==> config.mk <==
export PLATFORM = sky130hd
export DESIGN_NAME = data_cache_flat
export DESIGN_NICKNAME = d
export VERILOG_FILES = /design/src/rtl/cache_pkg.sv /design/src/rtl/data_cache_if.sv /design/src/rtl/data_cache_array.sv /design/src/rtl/data_cache.sv /design/src/flat_wrapper.sv
export SDC_FILE = /design/constraint.sdc
export NUM_CORES = 1
export LEC_CHECK = 0
export BUFFER_PORTS_ARGS = -buffer_cell sky130_fd_sc_hd__buf_4
export CAP_MARGIN = 20
export CORE_ASPECT_RATIO = 1.75
export CORE_MARGIN = 2
export CORE_UTILIZATION = 30
export DETAILED_ROUTE_END_ITERATION = 7
export PLACE_DENSITY_LB_ADDON = 0.25
export SLEW_MARGIN = 10
export SYNTH_ARGS = -nofsm -noshare
export SYNTH_HDL_FRONTEND = slang
export SYNTH_SLANG_ARGS = --single-unit
==> constraint.sdc <==
create_clock -name clk -period 11.4 [get_ports clk]
set_clock_uncertainty 0.1 [all_clocks]
set_input_delay 1.71 -clock clk [delete_from_list [all_inputs] [get_ports clk]]
set_output_delay 1.71 -clock clk [all_outputs]
set_load 0.005 [all_outputs]
==> src/rtl/cache_pkg.sv <==
// Shared types and parameter helpers for the direct-mapped data cache.
package cache_pkg;

    localparam int unsigned DEF_DATA_WIDTH = 32;
    localparam int unsigned DEF_SET_BITS   = 4;

    typedef enum logic [1:0] {
        IDLE,
        MISS,
        WRITE,
        WDONE
    } state_t;

    // Tag is what remains above the line index and the two byte-offset bits.
    function automatic int unsigned tag_width(int unsigned dw, int unsigned sb);
        return dw - sb - 2;
    endfunction

endpackage

==> src/rtl/data_cache_if.sv <==
// Backing-memory req/ack bus between the data cache (master) and data memory (slave).
interface data_cache_if
    import cache_pkg::*;
#(
    parameter int unsigned DATA_WIDTH = DEF_DATA_WIDTH
);
    logic                  mem_req_o;
    logic                  mem_we_o;
    logic                  mem_byte_op_o;
    logic [DATA_WIDTH-1:0] mem_addr_o;
    logic [DATA_WIDTH-1:0] mem_wd_o;
    logic                  mem_ack_i;
    logic [DATA_WIDTH-1:0] mem_rd_i;

    modport master (
        output mem_req_o, mem_we_o, mem_byte_op_o, mem_addr_o, mem_wd_o,
        input  mem_ack_i, mem_rd_i
    );

    modport slave (
        input  mem_req_o, mem_we_o, mem_byte_op_o, mem_addr_o, mem_wd_o,
        output mem_ack_i, mem_rd_i
    );
endinterface

==> src/rtl/data_cache_array.sv <==
// Valid/tag/data storage: asynchronous read port, synchronous write port with byte merge.
module data_cache_array
    import cache_pkg::*;
#(
    parameter int unsigned DATA_WIDTH = DEF_DATA_WIDTH,
    parameter int unsigned SET_BITS   = DEF_SET_BITS
) (
    input  logic                                        clk,
    input  logic                                        rst_i,
    input  logic [SET_BITS-1:0]                         idx_i,
    output logic                                        valid_o,
    output logic [tag_width(DATA_WIDTH, SET_BITS)-1:0]  tag_o,
    output logic [DATA_WIDTH-1:0]                       data_o,
    input  logic                                        wr_en_i,
    input  logic                                        wr_byte_i,
    input  logic [1:0]                                  wr_lane_i,
    input  logic [tag_width(DATA_WIDTH, SET_BITS)-1:0]  wr_tag_i,
    input  logic [DATA_WIDTH-1:0]                       wr_data_i
);
    localparam int unsigned TAG_W = tag_width(DATA_WIDTH, SET_BITS);
    localparam int unsigned LINES = 1 << SET_BITS;

    logic [LINES-1:0]      valid_q;
    logic [TAG_W-1:0]      tag_q  [LINES];
    logic [DATA_WIDTH-1:0] data_q [LINES];

    assign valid_o = valid_q[idx_i];
    assign tag_o   = tag_q[idx_i];
    assign data_o  = data_q[idx_i];

    // Byte writes only happen on a hit, so valid and tag are already correct.
    always_ff @(posedge clk) begin
        if (rst_i) begin
            valid_q <= '0;
        end else if (wr_en_i) begin
            if (wr_byte_i) begin
                data_q[idx_i][{wr_lane_i, 3'b000} +: 8] <= wr_data_i[7:0];
            end else begin
                valid_q[idx_i] <= 1'b1;
                tag_q[idx_i]   <= wr_tag_i;
                data_q[idx_i]  <= wr_data_i;
            end
        end
    end

endmodule

==> src/rtl/data_cache.sv <==
// Direct-mapped, write-through, no-write-allocate data cache between the memory stage and data memory.
module data_cache
    import cache_pkg::*;
#(
    parameter int unsigned DATA_WIDTH = DEF_DATA_WIDTH,
    parameter int unsigned SET_BITS   = DEF_SET_BITS
) (
    input  logic                  clk,
    input  logic                  rst_i,
    input  logic                  re_i,
    input  logic                  we_i,
    input  logic                  byte_op_i,
    input  logic [DATA_WIDTH-1:0] addr_i,
    input  logic [DATA_WIDTH-1:0] wd_i,
    output logic [DATA_WIDTH-1:0] rd_o,
    output logic                  stall_o,
    data_cache_if.master          mem,
    output logic [DATA_WIDTH-1:0] hit_count_o,
    output logic [DATA_WIDTH-1:0] miss_count_o
);
    localparam int unsigned TAG_W = tag_width(DATA_WIDTH, SET_BITS);

    state_t                state;
    logic                  mem_req_q, mem_we_q, mem_byte_q;
    logic [DATA_WIDTH-1:0] mem_addr_q, mem_wd_q;
    logic                  refilled;
    logic [DATA_WIDTH-1:0] hit_cnt_q, miss_cnt_q;

    logic [SET_BITS-1:0]   idx;
    logic [TAG_W-1:0]      tag;
    logic                  line_valid;
    logic [TAG_W-1:0]      line_tag;
    logic [DATA_WIDTH-1:0] line_data;
    logic                  hit, ack, read_hit, wr_en;

    assign idx = addr_i[SET_BITS+1:2];
    assign tag = addr_i[DATA_WIDTH-1:SET_BITS+2];
    assign hit = line_valid && (line_tag == tag);
    // An ack only counts while a request is actually outstanding.
    assign ack = mem.mem_ack_i && mem_req_q;
    assign read_hit = !rst_i && (state == IDLE) && re_i && !we_i && hit;
    assign wr_en = ack && ((state == MISS) || ((state == WRITE) && hit));

    data_cache_array #(
        .DATA_WIDTH (DATA_WIDTH),
        .SET_BITS   (SET_BITS)
    ) u_array (
        .clk       (clk),
        .rst_i     (rst_i),
        .idx_i     (idx),
        .valid_o   (line_valid),
        .tag_o     (line_tag),
        .data_o    (line_data),
        .wr_en_i   (wr_en),
        .wr_byte_i ((state == WRITE) && byte_op_i),
        .wr_lane_i (addr_i[1:0]),
        .wr_tag_i  (tag),
        .wr_data_i ((state == MISS) ? mem.mem_rd_i : wd_i)
    );

    always_comb begin
        rd_o = '0;
        if (read_hit) begin
            rd_o = byte_op_i ? {{(DATA_WIDTH-8){1'b0}}, line_data[{addr_i[1:0], 3'b000} +: 8]}
                             : line_data;
        end
    end

    always_comb begin
        stall_o = 1'b0;
        if (!rst_i) begin
            unique case (state)
                IDLE:        stall_o = we_i || (re_i && !hit);
                MISS, WRITE: stall_o = 1'b1;
                default:     stall_o = 1'b0;
            endcase
        end
    end

    // Registered bus outputs are forced low while reset is asserted.
    assign mem.mem_req_o     = mem_req_q  && !rst_i;
    assign mem.mem_we_o      = mem_we_q   && !rst_i;
    assign mem.mem_byte_op_o = mem_byte_q && !rst_i;
    assign mem.mem_addr_o    = rst_i ? '0 : mem_addr_q;
    assign mem.mem_wd_o      = rst_i ? '0 : mem_wd_q;
    assign hit_count_o       = hit_cnt_q;
    assign miss_count_o      = miss_cnt_q;

    always_ff @(posedge clk) begin
        if (rst_i) begin
            state      <= IDLE;
            mem_req_q  <= 1'b0;
            mem_we_q   <= 1'b0;
            mem_byte_q <= 1'b0;
            mem_addr_q <= '0;
            mem_wd_q   <= '0;
            refilled   <= 1'b0;
            hit_cnt_q  <= '0;
            miss_cnt_q <= '0;
        end else begin
            unique case (state)
                IDLE: begin
                    refilled <= 1'b0;
                    if (we_i) begin
                        state      <= WRITE;
                        mem_req_q  <= 1'b1;
                        mem_we_q   <= 1'b1;
                        mem_byte_q <= byte_op_i;
                        mem_addr_q <= addr_i;
                        mem_wd_q   <= wd_i;
                    end else if (re_i) begin
                        if (hit) begin
                            if (!refilled) hit_cnt_q <= hit_cnt_q + DATA_WIDTH'(1);
                        end else begin
                            miss_cnt_q <= miss_cnt_q + DATA_WIDTH'(1);
                            state      <= MISS;
                            mem_req_q  <= 1'b1;
                            mem_we_q   <= 1'b0;
                            mem_byte_q <= 1'b0;
                            mem_addr_q <= {addr_i[DATA_WIDTH-1:2], 2'b00};
                            mem_wd_q   <= '0;
                        end
                    end
                end
                MISS: begin
                    if (ack) begin
                        mem_req_q <= 1'b0;
                        refilled  <= 1'b1;
                        state     <= IDLE;
                    end
                end
                WRITE: begin
                    if (ack) begin
                        mem_req_q <= 1'b0;
                        state     <= WDONE;
                    end
                end
                WDONE: state <= IDLE;
                default: state <= IDLE;
            endcase
        end
    end

endmodule

==> src/flat_wrapper.sv <==
// flat-port wrapper written by rule: the top's interface ports become plain ports
module data_cache_flat import cache_pkg::*;
#(
    parameter int unsigned DATA_WIDTH = DEF_DATA_WIDTH,
    parameter int unsigned SET_BITS   = DEF_SET_BITS
)
  (clk, rst_i, re_i, we_i, byte_op_i, addr_i, wd_i, rd_o, stall_o, hit_count_o, miss_count_o, mem_mem_req_o, mem_mem_we_o, mem_mem_byte_op_o, mem_mem_addr_o, mem_mem_wd_o, mem_mem_ack_i, mem_mem_rd_i);
  data_cache_if #(.DATA_WIDTH(DATA_WIDTH)) mem_i ();
  input  logic clk;
  input  logic rst_i;
  input  logic re_i;
  input  logic we_i;
  input  logic byte_op_i;
  input  logic [DATA_WIDTH-1:0] addr_i;
  input  logic [DATA_WIDTH-1:0] wd_i;
  output logic [DATA_WIDTH-1:0] rd_o;
  output logic stall_o;
  output logic [DATA_WIDTH-1:0] hit_count_o;
  output logic [DATA_WIDTH-1:0] miss_count_o;
  output wire logic [$bits(mem_i.mem_req_o)-1:0] mem_mem_req_o;
  output wire logic [$bits(mem_i.mem_we_o)-1:0] mem_mem_we_o;
  output wire logic [$bits(mem_i.mem_byte_op_o)-1:0] mem_mem_byte_op_o;
  output wire logic [$bits(mem_i.mem_addr_o)-1:0] mem_mem_addr_o;
  output wire logic [$bits(mem_i.mem_wd_o)-1:0] mem_mem_wd_o;
  input wire logic [$bits(mem_i.mem_ack_i)-1:0] mem_mem_ack_i;
  input wire logic [$bits(mem_i.mem_rd_i)-1:0] mem_mem_rd_i;
  assign mem_mem_req_o = mem_i.mem_req_o;
  assign mem_mem_we_o = mem_i.mem_we_o;
  assign mem_mem_byte_op_o = mem_i.mem_byte_op_o;
  assign mem_mem_addr_o = mem_i.mem_addr_o;
  assign mem_mem_wd_o = mem_i.mem_wd_o;
  assign mem_i.mem_ack_i = mem_mem_ack_i;
  assign mem_i.mem_rd_i = mem_mem_rd_i;
  data_cache #(.DATA_WIDTH(DATA_WIDTH), .SET_BITS(SET_BITS)) u_core (.clk(clk), .rst_i(rst_i), .re_i(re_i), .we_i(we_i), .byte_op_i(byte_op_i), .addr_i(addr_i), .wd_i(wd_i), .rd_o(rd_o), .stall_o(stall_o), .mem(mem_i), .hit_count_o(hit_count_o), .miss_count_o(miss_count_o));
endmodule
==> impl_metrics.env, run 1 <==
export IMPL_worst_pin_slew_ns=1.02
export IMPL_area_growth_pct=18.1
export IMPL_totalWireLength_um=123000
export IMPL_route_detailed_drc=0
export IMPL_hold_depth=2
export IMPL_period_minus_slack_ns=8.63
export IMPL_htreeDepth=3
export IMPL_cts_root_buffer="clkbuf_16"
export IMPL_crit_required_ns=9.59
export IMPL_cts_sinks=1078
export IMPL_die_w_um=296
export IMPL_rows=187
export IMPL_critPathKind="input port to primary output"
export IMPL_endpoint_kind="primary output"
export IMPL_min_from="u_core.u_array.valid_q[14]"
export IMPL_post_cts_buffers=0
export IMPL_layout_nets=3004
export IMPL_initial_core_util=0.301
export IMPL_synth_seq_cells=1078
export IMPL_path_buf_inv=4
export IMPL_synth_area_leaders="edfxtp_1, mux4_2, dfxtp_1"
export IMPL_gp_congestion=0.770
export IMPL_drt_wirelength_per_cell_um=24.7
export IMPL_grt_overflow=0
export IMPL_cp_top_family="simple AND/OR/NAND/NOR gates"
export IMPL_run_status="completed"
export IMPL_synth_top_cell_by_area="edfxtp_1"
export IMPL_die_area_um2=152000
export IMPL_cpMostUsedCell="buf_4"
export IMPL_drt_met1_wl_um=47300
export IMPL_grt_usage=0.160
export IMPL_synthFlopType="edfxtp_1"
export IMPL_multi_input_area_um2=13000
export IMPL_coreArea_um2=148000
export IMPL_hp_class="register to register"
export IMPL_design_area_um2=52700
export IMPL_finalHoldViolations=0
export IMPL_grt_pass1_wl_um=177000
export IMPL_start_kind="input port"
export IMPL_maxCapViolCount=0
export IMPL_yosysWarnings=0
export IMPL_antenna_left=0
export IMPL_hold_buffers=0
export IMPL_cts_buffers=104
export IMPL_fin_setup_tns_ns=0
export IMPL_syn_nets=2695
export IMPL_cts_buffer_depth=3
export IMPL_ctsResizeCount=0
export IMPL_cp_cell_sequence="buf_4 -> buf_4 -> buf_4 -> mux4_2 -> mux2i_1 -> o2bb2ai_1 -> a2111oi_1 -> o22ai_1 -> nor4_2 -> nand3_1 -> nor4_4 -> and2_1 -> buf_4"
export IMPL_clk_pin_slew_worst_paths_ns=0.06
export IMPL_grt_pass1_vias=25700
export IMPL_syn_area_um2=44600
export IMPL_seq_area_frac_synth=0.692
export IMPL_crit_path_max_incr_delay_ns=0.90
export IMPL_vias_per_cell=4.96
export IMPL_rsz0062_at_grt="no"
export IMPL_setup_ws_ns=2.77
export IMPL_synth_edf_count=928
export IMPL_antenna_found_initial=7
export IMPL_crit_path_top_delay_cell="nor4_4"
export IMPL_slew_headroom=0.317
export IMPL_avgSynthCellArea_um2=17.3
export IMPL_rr_worst_depth=10
export IMPL_io_pins=266
export IMPL_ir_worst_vdd_mv=0.188
export IMPL_rr_endpoint="u_core.u_array.data_q[2][19]"
export IMPL_place_hpwl_um=80300
export IMPL_synth_top_area_share=0.625
export IMPL_vias=24600
export IMPL_reg2reg_from="u_core.u_array.tag_q[0][12]"
export IMPL_first_pass_iters=6
export IMPL_placed_area_um2=49200
export IMPL_power_density_nw_per_um2=165
export IMPL_leakage_nw=17.8
export IMPL_async_reset_ff_frac=0
export IMPL_drive_above_1_share=0.277
export IMPL_clk_latency_ns=0.70
export IMPL_highest_layer="met5"
export IMPL_place_ws_ns=2.60
export IMPL_totalPowerFinal_w=0.00871
export IMPL_final_fill_count=14000
export IMPL_finalCritPeriodShare=0.757
export IMPL_syn_inst=2582
export IMPL_drt_iter0_markers=1719
export IMPL_cts_tree="yes"
export IMPL_numPortBuffers=265
export IMPL_die_y_um=514
export IMPL_setup_viol=0
export IMPL_min_to="u_core.u_array.valid_q[14]"
export IMPL_route_met2_wl_um=65600
export IMPL_rrSetupSlack_ns=6.67
export IMPL_ys_types=71
export IMPL_arrival_ns=6.82
export IMPL_crit_path_max_fanout=39
export IMPL_wl_met3_um=6940
export IMPL_slew_violations=0
export IMPL_max_clock_freq_ghz=0.116
export IMPL_seqCellArea_um2=30900
export IMPL_grt_max_degree=103
synthesized netlist by cell type (all sizes together) (3+ instances only):
cell type / n
a2111oi: 3
a211oi: 6
a21o: 25
a21oi: 30
a221oi: 5
a22o: 67
a22oi: 15
a31oi: 3
and2: 32
and3: 26
and4: 12
buf: 91
clkbuf: 68
dfxtp: 150
edfxtp: 928
ha: 11
inv: 38
mux2: 85
mux2i: 77
mux4: 248
nand2: 57
nand2b: 7
nand3: 49
nand4: 20
nor2: 141
nor2b: 143
nor3: 91
nor4: 10
nor4b: 6
o211ai: 8
o21ai: 27
o22ai: 24
o2bb2ai: 3
o31ai: 14
or3: 4
or4: 9
xnor2: 20
xor2: 5
flip-flops by register name, summed over array words and instances (netlist names):
name,count
u_core.u_array.data_q,512
u_core.u_array.tag_q,416
u_core.hit_count_o,32
u_core.mem_addr_q,32
u_core.mem_wd_q,32
u_core.miss_count_o,32
u_core.u_array.valid_q,16
u_core.state,2
u_core.mem_byte_q,1
u_core.mem_req_q,1
u_core.mem_we_q,1
u_core.refilled,1
layout by cell type, fill, tap and decap left out, types with 14 or more instances in the layout:
| cell type | netlist | layout |
|---|---|---|
| mux2i_1 | 77 | 77 |
| a22oi_1 | 15 | 15 |
| a21oi_1 | 30 | 29 |
| o31ai_1 | 14 | 14 |
| clkinv_1 | 0 | 24 |
| mux4_2 | 248 | 248 |
| o22ai_1 | 24 | 24 |
| nor2_4 | 0 | 17 |
| clkbuf_1 | 68 | 16 |
| buf_4 | 16 | 357 |
| and3_1 | 26 | 25 |
| nor3_1 | 91 | 71 |
| mux2_1 | 73 | 73 |
| edfxtp_1 | 928 | 928 |
| nand3_1 | 49 | 49 |
| a21o_1 | 25 | 25 |
| clkinv_2 | 0 | 14 |
| xnor2_1 | 20 | 20 |
| nor2b_1 | 143 | 143 |
| nand4_1 | 20 | 20 |
| dfxtp_1 | 150 | 150 |
| o21ai_0 | 19 | 19 |
| nor3_2 | 0 | 20 |
| nor2_1 | 141 | 124 |
| nand2_1 | 57 | 57 |
| a22o_1 | 67 | 67 |
| inv_1 | 36 | 36 |
| and2_1 | 32 | 32 |
| clkbuf_16 | 0 | 105 |
power breakdown:
group | switching (W) | total [W] | leakage, nW | internal (W)
clock network | 0.00152 | 0.00348 | 1.65 | 0.00196
logic | 0.000546 | 0.000849 | 6.46 | 0.000303
registers | 0.0000171 | 0.00438 | 9.68 | 0.00437
total | 0.00208 | 0.00871 | 17.8 | 0.00663
per-layer routing:
layer | up-vias | track usage
li1 | 10900 | -
met1 | 12800 | 0.188
met2 | 701 | 0.293
met3 | 148 | 0.0302
met4 | 6 | 0.0450
met5 | - | 0
cell type report:
class	instances	area share
antenna	4	0.000190
clock buffer	127	0.0526
timing repair buffer	362	0.0522
multi-input combinational	1307	0.247
sequential	1078	0.586
clock inverter	64	0.0121
inverter	38	0.00271
tap	1984	0.0471
kinds of logic (layout without fill, tap and decap cells):
family / after synthesis / in the layout / synth area share
buffers and inverters: 197 / 591 / 0.0216
xor gates and xnor gates: 25 / 25 / 0.00491
adders and majority gates: 11 / 11 / 0.00309
other: 0 / 4 / 0
muxes: 410 / 410 / 0.164
and+or+nand+nor: 610 / 610 / 0.0726
AOI/OAI and AO/OA: 251 / 251 / 0.0419
DFF: 1078 / 1078 / 0.692
worst reg2reg max path, cell delays in order (launching register included):
cell	delay, ns
edfxtp_1	0.37
mux4_2	0.48
mux2i_1	0.20
xnor2_1	0.17
a211oi_1	0.70
o211ai_1	0.23
nor4_2	0.35
and4_2	0.40
o21ai_4	0.06
buf_4	0.35
nor3_2	0.92
stage by stage:
step	utilization	std cells	hold WS (ns)
4_1_cts	0.355	4951	0.372
2_1_floorplan	-	2582	0.349
3_5_place_dp	0.332	4760	0.362
5_1_grt	0.356	4961	0.394
3_3_place_gp	0.332	4760	0.355
6_report	0.356	4964	0.370
worst max-delay path by stage:
stage,from,slack [ns],to,cells past startpoint
floorplan,addr_i[3],4.99,rd_o[0],11
global placement,addr_i[4],2.82,rd_o[27],12
detailed placement,addr_i[4],2.60,rd_o[13],12
CTS,addr_i[4],2.61,rd_o[13],12
global route,addr_i[5],2.32,rd_o[15],13
finish,addr_i[5],2.77,rd_o[13],13
(Power assumes the default switching activity.)
==> inputs of run 2 (changes only) <==
Clock period 11.4 ns to 8.3 ns, I/O delays scaled along.
==> run 2 against run 1 <==
Net effect: register-to-register slack worse by 3.1 ns; sequential power up 37%; sequential share of layout area down 0.43 points.
==> impl_metrics.env, run 2 (same netlist as run 1, synthesis figures left out) <==
export IMPL_htreeDepth=3
export IMPL_finalHoldViolations=0
export IMPL_cp_cell_sequence="buf_4 -> buf_4 -> mux4_2 -> mux2i_1 -> o2bb2ai_1 -> a2111oi_1 -> o22ai_1 -> nor4_2 -> nand3_1 -> or3_1 -> nor2_1 -> buf_4"
export IMPL_run_status="completed"
export IMPL_cts_root_buffer="clkbuf_16"
export IMPL_gp_congestion=0.790
export IMPL_numPortBuffers=265
export IMPL_power_density_nw_per_um2=231
export IMPL_pwr_share_seq=0.490
export IMPL_leakage_nw=18.1
export IMPL_place_hpwl_um=83300
export IMPL_post_cts_buffers=0
export IMPL_top_regs="u_core.u_array.data_q: 512 flops, u_core.u_array.tag_q: 416 flops"
export IMPL_period_minus_slack_ns=6.94
export IMPL_netSwitchingFraction=0.235
export IMPL_crit_required_ns=6.95
export IMPL_slew_headroom=0.284
export IMPL_grt_usage=0.163
export IMPL_drt_wirelength_per_cell_um=25.0
export IMPL_dp_cells=4788
export IMPL_vias_per_cell=4.94
export IMPL_hold_buffers=0
export IMPL_endpoint_kind="primary output"
export IMPL_cts_tree="yes"
export IMPL_coreArea_um2=148000
export IMPL_area_growth_pct=19.0
export IMPL_die_w_um=296
export IMPL_totalWireLength_um=125000
export IMPL_clk_pin_slew_worst_paths_ns=0.06
export IMPL_rows=187
export IMPL_fin_setup_tns_ns=0
export IMPL_cts_buffers=105
export IMPL_die_y_um=514
export IMPL_first_pass_iters=5
export IMPL_ir_worst_vdd_mv=0.199
export IMPL_worst_pin_slew_ns=1.07
export IMPL_grt_max_degree=131
export IMPL_p_switching_w=0.00289
export IMPL_route_detailed_drc=0
export IMPL_antenna_left=0
export IMPL_cpMostUsedCell="buf_4"
export IMPL_critPathKind="input port to primary output"
export IMPL_hp_class="register to register"
export IMPL_layout_cells_most_common_list="edfxtp_1, buf_4, mux4_2"
export IMPL_clk_latency_ns=0.72
export IMPL_arrival_ns=5.59
export IMPL_io_pins=266
export IMPL_antenna_found_initial=7
export IMPL_final_common_cell="edfxtp_1"
export IMPL_crit_path_top_delay_cell="a2111oi_1"
export IMPL_die_area_um2=152000
export IMPL_internal_power_w=0.00939
export IMPL_layout_cells_non_filler=4999
export IMPL_drive_above_1_share=0.282
export IMPL_layout_nets=3034
export IMPL_vias=24700
export IMPL_final_util=0.358
export IMPL_p_clk_frac=0.415
export IMPL_ctsResizeCount=0
export IMPL_max_clock_freq_ghz=0.144
export IMPL_crit_path_max_fanout=49
export IMPL_final_fill_count=14100
export IMPL_top_register="u_core.u_array.data_q"
export IMPL_slew_violations=0
export IMPL_largest_reg_flops=512
export IMPL_grt_pass1_wl_um=179000
export IMPL_rsz0062_at_grt="no"
export IMPL_maxCapViolCount=0
export IMPL_hold_worst_slack_ns=0.372
export IMPL_start_kind="input port"
export IMPL_initial_core_util=0.301
export IMPL_grt_pass1_vias=25400
export IMPL_combPwrFrac=0.095
export IMPL_cts_buffer_depth=3
export IMPL_grt_overflow=0
export IMPL_crit_path_max_incr_delay_ns=0.64
export IMPL_drt_iter0_markers=1665
export IMPL_setup_viol=0
export IMPL_finalCritPeriodShare=0.836
export IMPL_cts_sinks=1078
[run 2: changes by cell type in the layout (fill, tap and decap cells not counted), sizes merged]
cell    previous run  this run
inv               43        47
buf              360       388
bufinv            10        16
clkinv            42        31
clkbuf           129       139
diode              4         2
[run 2: metal layers]
layer / global-route usage / vias to the layer above / wire [um]
met5: 0 / - / 37
met2: 0.304 / 641 / 67500
met3: 0.0273 / 149 / 6630
li1: - / 11000 / -
met1: 0.188 / 12900 / 47700
met4: 0.0491 / 6 / 2910
[run 2: critical path, delay by kind of cell]
family	cells	cell delay, ns
muxes	2	0.56
AOI/OAI and AO/OA	3	0.93
and+or+nand+nor	4	1.59
buffers and inverters	3	1.21
[run 2: through the flow]
stage	worst slack [ns]	cell area [um2]	total power, W
floorplan	2.81	44600	0.00683
global placement	1.34	49300	0.00730
detailed placement	1.35	49300	0.00731
CTS	1.31	53000	0.0124
global route	1.12	53100	0.0127
finish	1.36	53100	0.0123
[run 2: area by class of cell]
cell class,count,area (um2),share of cell area
Antenna cell,2,5.00,0.0000943
Clock buffer,136,2900,0.0546
Clock inverter,63,781,0.0147
Inverter,38,143,0.00269
Multi-Input combinational cell,1307,12900,0.243
Sequential cell,1078,30900,0.582
Tap cell,1984,2480,0.0468
Timing Repair Buffer,391,2980,0.0562
[run 2: power groups by stage]
stage                     clock network [W]  registers (W)  logic (W)
final                               0.00510        0.00602    0.00116
after global placement                    0        0.00614    0.00116
after global routing                0.00540        0.00603    0.00125
after floorplan                           0        0.00613   0.000695
after CTS                           0.00522        0.00602    0.00117
after detailed placement                  0        0.00614    0.00117
[run 2: final timing paths]
check,end,start,cells after the start,slack (ns)
max,rd_o[5],addr_i[5],12,1.36
min,u_core.u_array.valid_q[6],u_core.u_array.valid_q[6],2,0.37
max reg2reg,u_core.u_array.tag_q[13][12],u_core.u_array.tag_q[11][3],11,3.61
min reg2reg,u_core.u_array.valid_q[6],u_core.u_array.valid_q[6],2,0.37
==> inputs of run 3 (changes only) <==
Clock period 8.3 ns to 7.15 ns, I/O delays scaled along.
==> run 3 against run 2 <==
Net effect: hold slack hardly changed; non-clock buffer count rose by 7; clock power is 12% higher; highest routed layer unchanged; sequential power increased by 16%; critical path depth is the same; critical endpoint is now stall_o; via count grew 0.49%; design area about the same.
==> impl_metrics.env, run 3 (same netlist as run 1, synthesis figures left out) <==
export IMPL_run_status="completed"
export IMPL_p_switching_w=0.00335
export IMPL_rr_worst_depth=10
export IMPL_worst_pin_slew_ns=1.21
export IMPL_cpMostUsedCell="buf_4"
export IMPL_cp_top_family="compound AO/OA/AOI/OAI gates"
export IMPL_clk_pin_slew_worst_paths_ns=0.06
export IMPL_place_hpwl_um=84100
export IMPL_grt_max_degree=129
export IMPL_vias=24800
export IMPL_slew_headroom=0.188
export IMPL_layout_nets=3042
export IMPL_cts_buffers=106
export IMPL_leakage_nw=18.1
export IMPL_first_pass_iters=5
export IMPL_ir_worst_vdd_mv=0.197
export IMPL_hold_buffers=0
export IMPL_internal_power_w=0.0107
export IMPL_path_depth=12
export IMPL_multi_input_area_um2=12900
export IMPL_antenna_found_initial=5
export IMPL_cts_root_buffer="clkbuf_16"
export IMPL_top_register="u_core.u_array.data_q"
export IMPL_grt_pass1_vias=25700
export IMPL_netSwitchingFraction=0.238
export IMPL_cp_cell_sequence="buf_4 -> buf_4 -> mux2i_1 -> a22o_1 -> a221oi_1 -> xnor2_1 -> a41oi_1 -> a211oi_1 -> and3_2 -> o21a_4 -> a211oi_1 -> buf_4"
export IMPL_min_from="u_core.u_array.valid_q[13]"
export IMPL_totalWireLength_um=125000
export IMPL_area_growth_pct=18.9
export IMPL_route_detailed_drc=0
export IMPL_antenna_left=0
export IMPL_cts_tree="yes"
export IMPL_drive_above_1_share=0.280
export IMPL_finalCritPeriodShare=0.899
export IMPL_layout_cells_non_filler=5001
export IMPL_final_common_cell="edfxtp_1"
export IMPL_rows=187
export IMPL_fin_setup_tns_ns=0
export IMPL_die_w_um=296
export IMPL_slew_violations=0
export IMPL_layout_cells_most_common_list="edfxtp_1, buf_4, mux4_2"
export IMPL_max_clock_freq_ghz=0.156
export IMPL_htreeDepth=3
export IMPL_top_regs="u_core.u_array.data_q: 512 flops, u_core.u_array.tag_q: 416 flops"
export IMPL_largest_reg_flops=512
export IMPL_period_minus_slack_ns=6.43
export IMPL_numPortBuffers=265
export IMPL_crit_path_max_incr_delay_ns=1.05
export IMPL_hp_class="register to register"
export IMPL_io_pins=266
export IMPL_rr_endpoint="u_core.u_array.tag_q[9][7]"
export IMPL_grt_usage=0.164
export IMPL_crit_path_top_delay_cell="a211oi_1"
export IMPL_design_area_um2=53000
export IMPL_gp_congestion=0.786
export IMPL_maxCapViolCount=0
export IMPL_combPwrFrac=0.097
export IMPL_crit_path_max_fanout=62
export IMPL_coreArea_um2=148000
export IMPL_cts_sinks=1078
export IMPL_final_fill_count=14000
export IMPL_hold_depth=2
export IMPL_p_clk_frac=0.406
export IMPL_power_density_nw_per_um2=265
export IMPL_pwr_share_seq=0.497
export IMPL_placed_area_um2=49500
export IMPL_ctsResizeCount=0
export IMPL_setup_viol=0
export IMPL_arrival_ns=5.26
export IMPL_start_kind="input port"
export IMPL_initial_core_util=0.301
export IMPL_finalHoldViolations=0
export IMPL_die_y_um=514
export IMPL_drt_wirelength_per_cell_um=25.1
export IMPL_grt_overflow=0
export IMPL_endpoint_kind="primary output"
export IMPL_dp_cells=4798
export IMPL_post_cts_buffers=0
export IMPL_clk_latency_ns=0.72
export IMPL_rsz0062_at_grt="no"
export IMPL_grt_pass1_wl_um=180000
export IMPL_min_to="u_core.u_array.valid_q[13]"
export IMPL_drt_iter0_markers=2031
export IMPL_path_buf_inv=3
export IMPL_critPathKind="input port to primary output"
export IMPL_cts_buffer_depth=3
export IMPL_final_util=0.358
export IMPL_rrSetupSlack_ns=2.43
export IMPL_die_area_um2=152000
export IMPL_reg2reg_from="u_core.u_array.tag_q[15][18]"
export IMPL_seqCellArea_um2=30900
export IMPL_crit_required_ns=5.98
export IMPL_vias_per_cell=4.96
-- run 3: changes by cell type in the layout (fill, tap and decap cells not counted), moves of 3 or more --
cell       delta
buf_12        +7
bufinv_16     -5
clkbuf_1      +3
clkbuf_8      -3
clkinv_1      +3
-- run 3: layout make-up --
type,instances,area share
flip-flops and latches,1078,0.582
clock buffers,137,0.0545
repair buffers,398,0.0588
multi-input cells,1307,0.243
inverters,38,0.00269
diodes,2,0.0000943
clock inverters,57,0.0117
well taps,1984,0.0468
-- run 3: metrics by stage --
step | power [W] | hold WS [ns] | worst slack (ns)
final | 0.0141 | 0.372 | 0.722
after global routing | 0.0145 | 0.390 | 0.497
after CTS | 0.0142 | 0.374 | 0.744
after detailed placement | 0.00850 | 0.364 | 0.736
after global placement | 0.00849 | 0.356 | 0.755
after floorplan | 0.00792 | 0.349 | 1.83
-- run 3: how the worst max path moves through the flow --
stage                          from                           to  slack, ns
after floorplan           addr_i[4]  u_core.u_array.tag_q[11][0]       1.83
after global placement    addr_i[3]                      stall_o       0.75
after detailed placement  addr_i[5]                      rd_o[4]       0.74
after CTS                 addr_i[5]                      rd_o[4]       0.74
after global routing      addr_i[5]                      rd_o[1]       0.50
final                     addr_i[5]                      stall_o       0.72
-- run 3: worst register-to-register path, delay by kind of cell (launching register included) --
family          cells  cell delay [ns]
mux                 2             0.66
simple gates        5             1.90
compound gates      2             1.05
flops               1             0.36
buf+inv             1             0.36
-- run 3: per-layer routing --
metal  vias to the layer above  global-route usage  part of all wire
met1                     12900               0.190              0.38
met4                         2              0.0542             0.027
met5                         -                   0          0.000080
met3                       167              0.0240             0.050
li1                      11000                   -                 -
met2                       737               0.306              0.54
-- run 3: power by group through the flow --
stage / Combinational, W / Clock, W / Sequential (W)
detailed placement: 0.00137 / 0 / 0.00713
floorplan: 0.000806 / 0 / 0.00712
global route: 0.00146 / 0.00606 / 0.00700
CTS: 0.00138 / 0.00585 / 0.00699
finish: 0.00136 / 0.00571 / 0.00699
global placement: 0.00137 / 0 / 0.00713
